[src/rtl/pc_fetch_unit_pkg.sv]
// Shared definitions for the PC fetch unit: FSM state encoding,
// the NOP instruction word and the default geometry parameters.
package fetch_pkg;

    localparam int          DEFAULT_PC_W     = 9;
    localparam int          DEFAULT_RESET_PC = 0;
    localparam logic [31:0] NOP_INSTR        = 32'h0000_0013;

    // IDLE issues a request, WAIT waits for its data, HOLD keeps a stalled
    // instruction on the outputs, DROP swallows the data of a killed request.
    typedef enum logic [1:0] {
        ST_IDLE = 2'd0,
        ST_WAIT = 2'd1,
        ST_HOLD = 2'd2,
        ST_DROP = 2'd3
    } fetch_state_e;

endpackage

[src/rtl/pc_fetch_unit_if.sv]
// Instruction-memory read port: one-cycle request strobe with address,
// read data returned later with a valid strobe.
interface pc_fetch_unit_if #(
    parameter int PC_W = fetch_pkg::DEFAULT_PC_W
);

    logic            imem_req;
    logic [PC_W-1:0] imem_addr;
    logic            imem_rvalid;
    logic [31:0]     imem_rdata;

    // Fetch unit side: issues requests, receives data.
    modport master (
        output imem_req,
        output imem_addr,
        input  imem_rvalid,
        input  imem_rdata
    );

    // Memory side: receives requests, returns data.
    modport slave (
        input  imem_req,
        input  imem_addr,
        output imem_rvalid,
        output imem_rdata
    );

endinterface

[src/rtl/pc_fetch_unit.sv]
// PC fetch unit: keeps the program counter, issues one instruction-memory
// read at a time and presents the returned word to decode, honouring
// decode back-pressure (Stall) and branch redirects (PcSel/BrPC).
module pc_fetch_unit
    import fetch_pkg::*;
#(
    parameter int              PC_W     = DEFAULT_PC_W,
    parameter logic [PC_W-1:0] RESET_PC = PC_W'(DEFAULT_RESET_PC)
) (
    input  logic            clk,
    input  logic            reset,
    input  logic            PcSel,
    input  logic [31:0]     BrPC,
    input  logic            Stall,
    pc_fetch_unit_if.master imem,
    output logic            if_valid,
    output logic [PC_W-1:0] if_pc,
    output logic [31:0]     if_instr,
    output logic            flush
);

    fetch_state_e    r_state;
    fetch_state_e    w_state_nxt;
    logic [PC_W-1:0] r_pc;
    logic [PC_W-1:0] w_pc_nxt;
    logic            r_if_valid;
    logic            w_if_valid_nxt;
    logic [PC_W-1:0] r_if_pc;
    logic [PC_W-1:0] w_if_pc_nxt;
    logic [31:0]     r_if_instr;
    logic [31:0]     w_if_instr_nxt;
    logic            w_req;
    logic [PC_W-1:0] w_pc_inc;
    logic [PC_W-1:0] w_br_target;
    logic            w_unused_brpc;

    // Sequential successor wraps naturally at 2^PC_W.
    assign w_pc_inc    = r_pc + PC_W'(4);
    // Redirect target: truncate to the PC width and force word alignment.
    assign w_br_target = {BrPC[PC_W-1:2], 2'b00};
    // Bits of BrPC that can never reach the PC.
    assign w_unused_brpc = ^{BrPC[31:PC_W], BrPC[1:0]};

    // Next-state, next-PC and presented-instruction selection.
    always_comb begin
        // NOTE: every signal assigned here gets a default first, so no path
        // through the case can leave one unassigned and infer a latch.
        w_state_nxt    = r_state;
        w_pc_nxt       = r_pc;
        w_if_valid_nxt = 1'b0;
        w_if_pc_nxt    = r_if_pc;
        w_if_instr_nxt = NOP_INSTR;
        w_req          = 1'b0;

        unique case (r_state)
            ST_IDLE: begin
                if (PcSel) begin
                    // Redirect suppresses this request; the new pc is fetched next cycle.
                    w_pc_nxt = w_br_target;
                end else begin
                    w_req       = 1'b1;
                    w_state_nxt = ST_WAIT;
                end
            end

            ST_WAIT: begin
                if (PcSel) begin
                    w_pc_nxt    = w_br_target;
                    // Data arriving now is simply discarded; otherwise it is still in flight.
                    w_state_nxt = imem.imem_rvalid ? ST_IDLE : ST_DROP;
                end else if (imem.imem_rvalid) begin
                    w_if_valid_nxt = 1'b1;
                    w_if_pc_nxt    = r_pc;
                    w_if_instr_nxt = imem.imem_rdata;
                    if (Stall) begin
                        w_state_nxt = ST_HOLD;
                    end else begin
                        w_pc_nxt    = w_pc_inc;
                        w_state_nxt = ST_IDLE;
                    end
                end
            end

            ST_HOLD: begin
                if (PcSel) begin
                    w_pc_nxt    = w_br_target;
                    w_state_nxt = ST_IDLE;
                end else if (Stall) begin
                    w_if_valid_nxt = 1'b1;
                    w_if_instr_nxt = r_if_instr;
                end else begin
                    // Decode takes the held word this cycle.
                    w_pc_nxt    = w_pc_inc;
                    w_state_nxt = ST_IDLE;
                end
            end

            ST_DROP: begin
                if (PcSel) begin
                    w_pc_nxt = w_br_target;
                end else if (imem.imem_rvalid) begin
                    w_state_nxt = ST_IDLE;
                end
            end

            default: begin
                w_state_nxt = ST_IDLE;
            end
        endcase
    end

    // State and output registers with synchronous reset.
    always_ff @(posedge clk) begin
        // NOTE: state is updated with non-blocking assignments so every
        // register samples the pre-edge values, independent of statement order.
        if (reset) begin
            r_state    <= ST_IDLE;
            r_pc       <= RESET_PC;
            r_if_valid <= 1'b0;
            r_if_pc    <= '0;
            r_if_instr <= NOP_INSTR;
        end else begin
            r_state    <= w_state_nxt;
            r_pc       <= w_pc_nxt;
            r_if_valid <= w_if_valid_nxt;
            r_if_pc    <= w_if_pc_nxt;
            r_if_instr <= w_if_instr_nxt;
        end
    end

    // The request strobe is combinational from IDLE, so it is also masked
    // while reset is held to keep the memory quiet during reset.
    assign imem.imem_req  = w_req & ~reset;
    assign imem.imem_addr = r_pc;

    assign if_valid = r_if_valid;
    assign if_pc    = r_if_pc;
    assign if_instr = r_if_instr;
    assign flush    = PcSel;

endmodule

[src/flat_wrapper.sv]
// flat-port wrapper written by rule: the top's interface ports become plain ports
module pc_fetch_unit_flat import fetch_pkg::*;
#(
    parameter int              PC_W     = DEFAULT_PC_W,
    parameter logic [PC_W-1:0] RESET_PC = PC_W'(DEFAULT_RESET_PC)
)
  (clk, reset, PcSel, BrPC, Stall, if_valid, if_pc, if_instr, flush, imem_imem_req, imem_imem_addr, imem_imem_rvalid, imem_imem_rdata);
  pc_fetch_unit_if #(.PC_W(PC_W)) imem_i ();
  input  logic clk;
  input  logic reset;
  input  logic PcSel;
  input  logic [31:0] BrPC;
  input  logic Stall;
  output logic if_valid;
  output logic [PC_W-1:0] if_pc;
  output logic [31:0] if_instr;
  output logic flush;
  output wire logic [$bits(imem_i.imem_req)-1:0] imem_imem_req;
  output wire logic [$bits(imem_i.imem_addr)-1:0] imem_imem_addr;
  input wire logic [$bits(imem_i.imem_rvalid)-1:0] imem_imem_rvalid;
  input wire logic [$bits(imem_i.imem_rdata)-1:0] imem_imem_rdata;
  assign imem_imem_req = imem_i.imem_req;
  assign imem_imem_addr = imem_i.imem_addr;
  assign imem_i.imem_rvalid = imem_imem_rvalid;
  assign imem_i.imem_rdata = imem_imem_rdata;
  pc_fetch_unit #(.PC_W(PC_W), .RESET_PC(RESET_PC)) u_core (.clk(clk), .reset(reset), .PcSel(PcSel), .BrPC(BrPC), .Stall(Stall), .imem(imem_i), .if_valid(if_valid), .if_pc(if_pc), .if_instr(if_instr), .flush(flush));
endmodule
[config.mk]
export PLATFORM = sky130hd
export DESIGN_NAME = pc_fetch_unit_flat
export DESIGN_NICKNAME = d
export VERILOG_FILES = /design/src/rtl/pc_fetch_unit_pkg.sv /design/src/rtl/pc_fetch_unit_if.sv /design/src/rtl/pc_fetch_unit.sv /design/src/flat_wrapper.sv
export SDC_FILE = /design/constraint.sdc
export NUM_CORES = 1
export LEC_CHECK = 0
export BUFFER_PORTS_ARGS = -buffer_cell sky130_fd_sc_hd__buf_2
export CORE_MARGIN = 4
export CORE_UTILIZATION = 49
export CTS_BUF_LIST = sky130_fd_sc_hd__clkbuf_4
export DETAILED_ROUTE_END_ITERATION = 8
export PLACE_DENSITY = 0.88
export SYNTH_ARGS = -nofsm -noshare
export SYNTH_HDL_FRONTEND = slang
export SYNTH_SLANG_ARGS = --single-unit
[constraint.sdc]
create_clock -name clk -period 3.2 [get_ports clk]
set_input_delay 0.48 -clock clk [delete_from_list [all_inputs] [get_ports clk]]
set_output_delay 0.48 -clock clk [all_outputs]
set_load 0.01 [all_outputs]
Word level (Yosys, flattened, before mapping)

Cells that the tools add are included.

Flip-flop bits (word level): 53
Input bits: 69
Output and inout bits: 53
Word-level logic and storage cells: 51

Add/sub/neg operators: 1
Equal/unequal tests: 9
Multiplexer cells: 28
Bitwise gates (word level): 3
Reductions and logical operators: 5

Operators by type and width:

| kind                                                                  | count |
|---|---|
| 32-bit 2-to-1 mux                                                     | 4 |
| 32-bit one-hot mux with 2 select lines                                | 1 |
| 9-bit 2-to-1 mux                                                      | 5 |
| 9-bit one-hot mux with 3 select lines                                 | 1 |
| 2-bit 2-to-1 mux                                                      | 9 |
| 9-bit by 3-bit adder with 9-bit output, second input constant         | 1 |
| 2-bit one-hot mux with 4 select lines                                 | 1 |
| 1-bit 2-to-1 mux                                                      | 6 |
| 2-bit != test, second input constant                                  | 3 |
| 3-bit != test, second input constant                                  | 2 |
| 5-bit AND reduction                                                   | 1 |
| 2-bit equality test, second input constant                            | 2 |
| 3-bit AND reduction                                                   | 1 |
| 2-bit by 1-bit equality test with 1-bit output, second input constant | 1 |
| 2-bit logical NOT                                                     | 1 |
| 2-bit by 1-bit != test with 1-bit output, second input constant       | 1 |
| 1-bit inverter                                                        | 2 |
| 1-bit one-hot mux with 2 select lines                                 | 1 |
| 2-bit AND reduction                                                   | 1 |
| 2-bit OR reduction                                                    | 1 |
| 1-bit bitwise AND                                                     | 1 |

Logic depth before layout (Yosys ltp)

Gate-level depths: netlist (run 1).

Depth in word-level cells: 5
Mapped depth: 8
Depth with buffers taken out: 6

Worst setup path after synthesis (run 1)

No wires, ideal clock.

Kind: flip-flop to flip-flop
Start point: register u_core.r_state[0]
End point: register u_core.r_pc[4], in the netlist u_core.imem.imem_addr[4]
Setup time: 132 ps
Arrival time: 1,379 ps
Data required time: 3,068 ps
Slack: 1,689 ps
Stages on the path, launching flop included: 7
Path buffers: 0
Period minus slack after synthesis: 1,511 ps
Cells stage by stage: dfxtp_1 inv_1 ha_1 nor2b_1 mux2_2 nand2_1 a21oi_1

Word-level cells in the longest chain between the ends: 4
Elaborated cells on any way between the ends: 9
Those cells by class: 5 x eq/ne; 1 x mux; 3 x reduce/logical

RTL lines:

| what                                                            | line                 | source |
|---|---|---|
| from (decl)                                                     | pc_fetch_unit.sv:22  | `fetch_state_e r_state;` |
| from (signal assigned)                                          | pc_fetch_unit.sv:123 | `r_state <= w_state_nxt;` |
| 2-bit equality test / 2-bit logical NOT (equally long branches) | pc_fetch_unit.sv:55  | `unique case (r_state)` |
| 2-bit OR reduction (no line)                                    | --                   |  |
| 2-bit by 1-bit != test with 1-bit output (no line)              | --                   |  |
| 2-bit AND reduction (no line)                                   | --                   |  |
| to (signal assigned)                                            | pc_fetch_unit.sv:124 | `r_pc <= w_pc_nxt;` |
| to (decl)                                                       | pc_fetch_unit.sv:24  | `logic [PC_W-1:0] r_pc;` |

Parallel ways exist; a longest one is shown, timed or not.
A chain may end at the register's enable or synchronous reset.

Final worst setup path (run 1)

Start point: register u_core.r_state[0]
End point: register u_core.r_if_instr[12], in the netlist u_core.if_instr[12]

Word-level cells in the longest chain between the ends: 2
Elaborated cells on any way between the ends: 4
Those cells by class: 3 x eq/ne; 1 x mux

RTL lines:

| what                                                                                         | line                 | source |
|---|---|---|
| 2-bit equality test / 2-bit by 1-bit equality test with 1-bit output (equally long branches) | pc_fetch_unit.sv:55  |  |
| 32-bit one-hot mux with 2 select lines / 3-bit != test (equally long branches)               | --                   |  |
| to (signal assigned)                                                                         | pc_fetch_unit.sv:127 | `r_if_instr <= w_if_instr_nxt;` |
| to (decl)                                                                                    | pc_fetch_unit.sv:30  | `logic [31:0] r_if_instr;` |

Parallel ways exist; a longest one is shown, timed or not.

==> impl_metrics.ini, run 1 <==
[outcome]
status = complete, no violations

[power_and_ir_drop]
internal_power_w = 0.0007950
power_leakage_nw = 1.178
switching_share = 0.2897
finalPower_w = 0.001119
p_clk_frac = 0.255
power_density_mw_per_mm2 = 426.8
peakVddDrop_v = 0.0002229
comb_power_share = 0.163
power_switching_w = 0.0003243
seqPwrFrac = 0.582

[worst_setup_path]
max_stage_delay_ns = 0.38
cp_slowest_cell = dfxtp_1
cp-start-kind = flop
critPathMaxFanout = 30
r2r_slack_ns = 1.34
crit_type = flop to flop
r2r-start = u_core.r_state[0]
worstPathCellList = inv_1, ha_1, and3b_1, buf_4, nor2_2, buf_4, a22oi_1, nor2_1
reg2reg_depth = 8
cp_num_buf_inv = 3
cp_top_family = buffers and inverters
critPathRequiredTime_ns = 3.51
worstPathArrival_ns = 2.17
worstSetupEndpointType = flop
r2r_end = u_core.if_instr[12]
cp_common_cell = buf_4

[global_routing]
grt_overflow = 0
antenna_found_initial = 0
grt_pass1_wl_um = 7700
grt_max_degree = 50
grt_use_total = 0.1788
grt_pass1_vias = 1836

[synthesis]
async_flop_share = 0
yosysMostFrequentCell = dfxtp_1
ys_ff_latch = 49
synth_area_leader_cell = dfxtp_1
synth-edff-count = 0
yosys-top-cells-count = dfxtp_1, nor2_1, nand2_1, a22oi_1, a21oi_1
synthTopCellsByArea = dfxtp_1, a22oi_1, a22oi_2, nor2_1, nand2_1
yosysWarnings = 0
synth_xor_area_frac = 0.004120
yosys.area_share.simple = 0.2042
synth_adder_area_share = 0.02943
seq_area_frac_synth = 0.4614
avgSynthCellArea_um2 = 9.163
synthCells = 232
synth_mux_area_frac = 0.005297
syn_area_mm2 = 0.002126
synth-compound-area-share = 0.2295
synth_cell_types = 37
synthFlopType = dfxtp_1
synth_top_area_share = 0.4614
synth_top_family_by_area = compound AO/OA/AOI/OAI gates

[cells_and_area]
areaGrowthSynthToFinish_pct = 23.37
num_antenna_cells = 0
drive_gt1_frac = 0.3981
utilization = 0.6418
num-fill-cells = 368
final_nets = 392

[floorplanning]
core_mm2 = 0.004086
dieHeight_um = 73.87
die_w_um = 73.87
io_pins = 122
initial_utilization = 0.5202
dieArea_mm2 = 0.005456
rows = 23

[worst_hold_path]
holdPathStages = 3
hold_end = u_core.if_instr[15]
hp-class = primary input to flop
min_from = imem_imem_rdata[15]

[placed_design]
io_buffers = 92
place_ws_ns = 1.227
dpl.hpwl_um = 3641
gp_congestion = 0.8866

[timing]
slew_headroom = 0.6465
timing.final.ws_setup_ns = 1.342
grt_setup_unrepaired = no
setup_tns_ns = 0
clock_skew_ns = 0.01676
max_freq_mhz = 538.2
timing.final.crit_period_ns = 1.858
setup_viol = 0
slew_viol_final = 0
tightestPinTransition_ns = 0.5302
hold_viol_final = 0
timing.final.crit_share = 0.5807
whs_ns = 0.3379

[cts]
ctsResizeCount = 0
cts_max_path_buffers = 2
cts-root-buf = clkbuf_4
clkLatencyLatePin_ns = 0.36
cts_htree_levels = 2
cts_tree = yes
clk_pin_slew_ns = 0.15
ctsHoldBuffers = 0
cts_sinks = 49
postCtsSetupRepairBufs = 0
numCtsBuffers = 5

[routing]
drtIter0Drc = 70
drcViolationCount = 0
drt_first_pass_iters = 4
via_count = 1952
vias_per_cell = 5.290
wirelength_um = 4986
ant_nets = 0
avgRoutedWirePerCell_um = 13.51

[run]
max-cap-violations = 0
## power groups by stage
stage	clock (W)	combinational (W)	sequential [W]
final	0.000285	0.000183	0.000652
after floorplan	0	0.000114	0.000669
after global placement	0	0.000178	0.000663
after global routing	0.000323	0.000203	0.000655
after CTS	0.000298	0.000184	0.000651
after detailed placement	0	0.000182	0.000664
## routing by layer
layer / share of wire / GRT usage
met5: 0 / 0
met4: 0.0090 / 0.05634
met3: 0.10 / 0.04925
met2: 0.46 / 0.3199
met1: 0.42 / 0.2040
## how the worst max path moves through the flow
stage	cells after the start	endpoint	from
floorplan	6	u_core.imem.imem_addr[4]	u_core.r_state[0]
global placement	7	u_core.if_instr[11]	PcSel
detailed placement	7	u_core.if_instr[5]	PcSel
CTS	8	u_core.if_instr[6]	u_core.r_state[0]
global route	8	u_core.if_instr[12]	u_core.r_state[0]
finish	8	u_core.if_instr[12]	u_core.r_state[0]
## cell usage in the layout, fill, tap and decap left out, types with 2 or more instances in the layout
master / netlist / final
nor2b_1: 3 / 3
a311oi_1: 2 / 2
nand3b_1: 2 / 2
dfxtp_1: 49 / 49
inv_1: 4 / 4
nor3_1: 3 / 3
nand2b_1: 6 / 6
o22ai_1: 3 / 3
o21ai_0: 6 / 6
buf_4: 7 / 3
nand2_1: 23 / 23
conb_1: 1 / 4
and3b_1: 2 / 2
nor3b_1: 2 / 2
a22oi_2: 10 / 10
a22oi_1: 21 / 21
and2_1: 3 / 3
ha_1: 5 / 5
nor2_2: 10 / 11
nor2_1: 25 / 24
nand3_1: 3 / 3
buf_2: 4 / 92
a21oi_1: 16 / 16
a31oi_1: 2 / 2
nor4_1: 2 / 2
clkbuf_4: 0 / 5
a211oi_1: 2 / 2
## layout make-up
cell class | instances | area [um2] | area share
Multi-Input combinational cell | 163 | 1022 | 0.3898
Sequential cell | 49 | 980.9 | 0.3740
Timing Repair Buffer | 95 | 483.0 | 0.1842
Tap cell | 50 | 62.56 | 0.02385
Clock buffer | 5 | 37.54 | 0.01431
Clock inverter | 3 | 21.27 | 0.008111
Inverter | 4 | 15.01 | 0.005725
## sequential cells by signal (all words and copies together), names as in the netlist
| name | flops |
|---|---|
| u_core.if_instr | 32 |
| u_core.if_pc | 7 |
| u_core.imem.imem_addr | 7 |
| u_core.r_state | 2 |
| u_core.if_valid | 1 |
## per-stage QoR
step | cells | cell area, um2
6_report | 369 | 2623
5_1_grt | 369 | 2623
4_1_cts | 369 | 2623
3_5_place_dp | 361 | 2564
3_3_place_gp | 361 | 2564
2_1_floorplan | 235 | 2137
## worst min-delay path, cell delays in order
cell	delay (ns)
buf_2	0.08
a22oi_2	0.05
nor2_2	0.06
## logic make-up after synthesis
| logic type | after synthesis |
|---|---|
| other | 1 |
| AO/OA/AOI/OAI | 66 |
| buffers and inverters | 23 |
| XOR/XNOR | 1 |
| multiplexers | 1 |
| flip-flops | 49 |
| adder cells (fa/ha/maj) | 5 |
| AND/OR/NAND/NOR | 86 |
Power figures use the tool's default switching activity.
==> run 2, diff against run 1 <==
- ABC_AREA: default -> 1
- CORE_UTILIZATION: 49 -> 42
- PLACE_DENSITY: 0.88 -> 0.78
- clock period: 3.2 -> 1.6 ns (I/O delays scaled with it)
==> impl_metrics.ini, run 2 <==
[synthesis]
synth_adder_area_share = 0.02639
ys_ff_latch = 49
yosysMostFrequentCell = dfxtp_1
yosys.area_share.simple = 0.2612
async_flop_share = 0
yosys-top-cells-count = dfxtp_1, nand2_1, nand3_1, a21oi_2, nor2_1
synthTopCellsByArea = dfxtp_1, a21oi_2, nand3_1, nand2_1, nand2_2
avgSynthCellArea_um2 = 8.176
synth_top_family_by_area = simple AND/OR/NAND/NOR gates
synthCells = 290
synth_top_area_share = 0.4137
synth_area_leader_cell = dfxtp_1
synth-compound-area-share = 0.1868
synthFlopType = dfxtp_1
synth-edff-count = 0
synth_mux_area_frac = 0
syn_area_mm2 = 0.002371
synth_cell_types = 28
seq_area_frac_synth = 0.4137
synth_xor_area_frac = 0
yosysWarnings = 0

[placed_design]
dpl.hpwl_um = 4052
dp_cells = 443
place_ws_ns = 0.02476
io_buffers = 92
gp_congestion = 0.8710

[cells_and_area]
largest_reg_flops = 32
final_cells = 451
final_cell_mix = buf_2, dfxtp_1, nand2_1
final_nets = 452
num-fill-cells = 537
drive_gt1_frac = 0.4354
num_antenna_cells = 0
areaGrowthSynthToFinish_pct = 23.22
final_common_cell = buf_2

[cts]
ctsHoldBuffers = 0
cts_max_path_buffers = 2
ctsResizeCount = 1
postCtsSetupRepairBufs = 0
cts_htree_levels = 2
cts_sinks = 49
cts_tree = yes
cts-root-buf = clkbuf_4
numCtsBuffers = 5
clkLatencyLatePin_ns = 0.36
clk_pin_slew_ns = 0.14

[routing]
wirelength_um = 5673
drcViolationCount = 0
via_count = 2217
drtIter0Drc = 63
drt_first_pass_iters = 4
ant_nets = 0
vias_per_cell = 4.916
avgRoutedWirePerCell_um = 12.58

[power_and_ir_drop]
internal_power_w = 0.002175
seqPwrFrac = 0.432
peakVddDrop_v = 0.0006796
finalPower_w = 0.003416
comb_power_share = 0.354
p_clk_frac = 0.214
power_density_mw_per_mm2 = 1169
switching_share = 0.3633
power_switching_w = 0.001241
power_leakage_nw = 1.322

[floorplanning]
core_mm2 = 0.005507
dieArea_mm2 = 0.006911
dieHeight_um = 83.14
initial_utilization = 0.4306
die_w_um = 83.14
rows = 27
io_pins = 122

[worst_setup_path]
worstSetupEndpointType = output pin
r2r_end = u_core.imem.imem_addr[8]
worstPathArrival_ns = 1.25
cp-start-kind = flop
critPathRequiredTime_ns = 1.36
crit_type = flop to output pin
critPathMaxFanout = 3
reg2reg_depth = 9
r2r_slack_ns = 0.11
r2r-start = u_core.r_state[0]

[timing]
hold_viol_final = 0
slew_viol_final = 0
clock_skew_ns = 0.01244
setup_viol = 0
timing.final.crit_period_ns = 1.493
timing.final.ws_setup_ns = 0.1067
whs_ns = 0.1116
max_freq_mhz = 669.6
timing.final.crit_share = 0.9333

[worst_hold_path]
min_from = imem_imem_rdata[1]
holdPathStages = 3
hp-class = primary input to flop
hold_end = u_core.if_instr[1]

[global_routing]
antenna_found_initial = 0
grt_max_degree = 41
grt_overflow = 0
grt_use_total = 0.1606
grt_pass1_wl_um = 9349
grt_pass1_vias = 2078

[outcome]
status = complete, no violations

[run]
max-cap-violations = 0
## run 2: logic make-up (layout without fill, tap and decap cells)
group	Yosys count	count (layout)
AO/OA/AOI/OAI	64	64
other	1	4
buffers and inverters	40	126
AND/OR/NAND/NOR	131	131
flip-flops	49	49
adder cells (fa/ha/maj)	5	5
## run 2: area by class of cell
cell class                 count  area [um2]  area share
clock buffer                   6       45.04     0.01542
clock inverter                 2       33.78     0.01156
sequential                    49       983.4      0.3366
multi-input combinational    204        1152      0.3944
timing repair buffer          99       525.5      0.1799
tap                           72       90.09     0.03084
inverter                      19       91.34     0.03126
## run 2: worst max-delay path: stages (launching register included)
cell and delay [ns]:
dfxtp_2 0.36, inv_1 0.14, ha_4 0.15, nand2_1 0.05, nor2_1 0.07, buf_2 0.13
## run 2: worst max-delay path by stage
stage | startpoint | end | cells past startpoint | slack [ns]
CTS | u_core.r_state[1] | u_core.imem.imem_addr[8] | 9 | 0.009
global placement | u_core.r_state[1] | u_core.imem.imem_addr[2] | 8 | 0.07
global route | u_core.r_state[1] | u_core.if_instr[18] | 6 | -0.006
finish | u_core.r_state[0] | imem_imem_req | 5 | 0.11
floorplan | u_core.r_state[1] | u_core.imem.imem_addr[4] | 8 | 0.19
detailed placement | u_core.r_state[0] | u_core.if_instr[10] | 6 | 0.02
## run 2: stage by stage
| stage | TNS, ns | util | area [um2] |
|---|---|---|---|
| 2_1_floorplan | 0 | - | 2382 |
| 3_3_place_gp | 0 | 0.5122 | 2820 |
| 3_5_place_dp | 0 | 0.5122 | 2820 |
| 4_1_cts | 0 | 0.5278 | 2907 |
| 5_1_grt | -0.005530 | 0.5306 | 2922 |
| 6_report | 0 | 0.5306 | 2922 |
## run 2: metal layers
layer,GRT usage,wire [um],vias up
li1,-,-,1114
met1,0.2021,2513,1029
met2,0.2624,2737,67
met3,0.02877,344,7
met4,0.08172,78,0
met5,0,0,-
## run 2: power groups by stage
stage          Clock (W)  Combinational [W]  Sequential, W
3_5_place_dp           0            0.00117        0.00149
4_1_cts         0.000759            0.00118        0.00147
2_1_floorplan          0           0.000805        0.00154
3_3_place_gp           0            0.00114        0.00149
6_report        0.000730            0.00121        0.00148
5_1_grt         0.000816            0.00136        0.00149
==> run 3, diff against run 2 <==
--- a/config.mk
+++ b/config.mk
@@ -9,8 +9,8 @@
 export BUFFER_PORTS_ARGS = -buffer_cell sky130_fd_sc_hd__buf_2
 export CORE_MARGIN = 4
-export CORE_UTILIZATION = 42
+export CORE_UTILIZATION = 50
 export CTS_BUF_LIST = sky130_fd_sc_hd__clkbuf_4
 export DETAILED_ROUTE_END_ITERATION = 8
-export PLACE_DENSITY = 0.78
+export PLACE_DENSITY = 0.87
 export SYNTH_ARGS = -nofsm -noshare
 export SYNTH_HDL_FRONTEND = slang
==> constraint.sdc (replaced) <==
create_clock -name clk -period 1.8 [get_ports clk]
set_input_delay 0.27 -clock clk [delete_from_list [all_inputs] [get_ports clk]]
set_output_delay 0.27 -clock clk [all_outputs]
set_load 0.02 [all_outputs]
==> impl_metrics.ini, run 3 (synthesis gave the netlist of run 2 again) <==
[worst_hold_path]
holdPathStages = 3
hp-class = primary input to flop
min_from = imem_imem_rdata[4]
hold_end = u_core.if_instr[4]

[cells_and_area]
final_nets = 448
design_area_mm2 = 0.002831
num-fill-cells = 407
final_cells = 427
final_common_cell = buf_2
areaGrowthSynthToFinish_pct = 19.42
final_cell_mix = buf_2, dfxtp_1, nand2_1
drive_gt1_frac = 0.4213
largest_reg_flops = 32
num_antenna_cells = 0

[cts]
ctsResizeCount = 0
cts_htree_levels = 2
numCtsBuffers = 5
ctsHoldBuffers = 0
cts_tree = yes
clkLatencyLatePin_ns = 0.35
clk_pin_slew_ns = 0.14
cts_sinks = 49
cts-root-buf = clkbuf_4
cts_max_path_buffers = 2
postCtsSetupRepairBufs = 0

[floorplanning]
rows = 24
dieArea_mm2 = 0.005907
dieHeight_um = 76.86
core_mm2 = 0.004474
io_pins = 122
initial_utilization = 0.5299
die_w_um = 76.86

[worst_setup_path]
r2r_end = u_core.imem.imem_addr[5]
worstSetupEndpointType = flop
cp-start-kind = flop
reg2reg_depth = 9
critPathMaxFanout = 11
r2r-start = u_core.r_state[0]
critPathRequiredTime_ns = 2.07
r2r_slack_ns = 0.12
crit_type = flop to flop
worstPathArrival_ns = 1.95

[timing]
hold_viol_final = 0
setup_viol = 0
slew_viol_final = 0
timing.final.ws_setup_ns = 0.1214
max_freq_mhz = 595.7
timing.final.crit_share = 0.9326
clock_skew_ns = 0.01146
whs_ns = 0.1662
grt_setup_unrepaired = no
timing.final.crit_period_ns = 1.679
setup_tns_ns = 0

[routing]
drt_first_pass_iters = 4
vias_per_cell = 5.112
avgRoutedWirePerCell_um = 12.65
drtIter0Drc = 109
drcViolationCount = 0
via_count = 2183
ant_nets = 0
wirelength_um = 5402

[global_routing]
grt_use_total = 0.1799
antenna_found_initial = 0
grt_pass1_wl_um = 9018
grt_max_degree = 41
grt_overflow = 0
grt_pass1_vias = 2079

[placed_design]
io_buffers = 92
place_ws_ns = 0.1531
dp_cells = 419
dpl_cell_area_mm2 = 0.002753
dpl.hpwl_um = 3957
gp_congestion = 0.8831

[power_and_ir_drop]
switching_share = 0.3797
power_density_mw_per_mm2 = 1065
power_switching_w = 0.001144
p_clk_frac = 0.213
peakVddDrop_v = 0.0006976
seqPwrFrac = 0.435
internal_power_w = 0.001870
comb_power_share = 0.353
power_leakage_nw = 1.292

[outcome]
status = complete, no violations

[run]
max-cap-violations = 0
## run 3: cell count changes in the layout (fill, tap and decap cells not counted), sizes merged
cell | previous run | this run
buf | 99 | 95
## run 3: critical path, cell delays in order, from the launching register on
cell and delay, ns:
dfxtp_1 0.39, inv_1 0.09, ha_1 0.34, inv_1 0.08, o21ai_2 0.13, nand2_2 0.15, inv_1 0.13, nand2_1 0.07
o21ai_0 0.15, nor2_1 0.05
## run 3: layer usage
metal,part of all wire,track usage,vias to the layer above,routed length (um)
li1,-,-,1109,-
met1,0.45,0.2097,993,2409
met2,0.48,0.3232,79,2596
met3,0.068,0.04450,2,367
met4,0.0052,0.05254,0,28
met5,0,0,-,0
## run 3: power groups by stage
| stage | Combinational [W] | Clock [W] | Sequential (W) |
|---|---|---|---|
| finish | 0.00106 | 0.000641 | 0.00131 |
| global route | 0.00118 | 0.000728 | 0.00133 |
| CTS | 0.00107 | 0.000663 | 0.00131 |
| detailed placement | 0.00106 | 0 | 0.00133 |
| global placement | 0.00104 | 0 | 0.00133 |
| floorplan | 0.000723 | 0 | 0.00145 |
## run 3: area by class of cell
| class | count | area [um2] | share of cell area |
|---|---|---|---|
| clock buffer | 6 | 45.04 | 0.01591 |
| clock inverter | 2 | 33.78 | 0.01193 |
| inverter | 19 | 83.83 | 0.02961 |
| multi-input combinational | 204 | 1140 | 0.4026 |
| sequential | 49 | 980.9 | 0.3464 |
| tap | 52 | 65.06 | 0.02298 |
| timing repair buffer | 95 | 483.0 | 0.1706 |
## run 3: per-stage QoR
step                      power (W)  utilization
after detailed placement   0.002396       0.6152
after global routing       0.003232       0.6328
final                      0.003014       0.6328
after floorplan            0.002171            -
after CTS                  0.003043       0.6328
after global placement     0.002374       0.6152
## run 3: how the worst max path moves through the flow
stage	startpoint	endpoint	depth (start not counted)
after floorplan	u_core.r_state[1]	u_core.imem.imem_addr[4]	8
after global routing	u_core.r_state[0]	u_core.imem.imem_addr[5]	9
after CTS	u_core.r_state[0]	u_core.imem.imem_addr[5]	9
after global placement	u_core.r_state[1]	u_core.imem.imem_addr[5]	9
final	u_core.r_state[0]	u_core.imem.imem_addr[5]	9
after detailed placement	u_core.r_state[0]	u_core.imem.imem_addr[5]	9
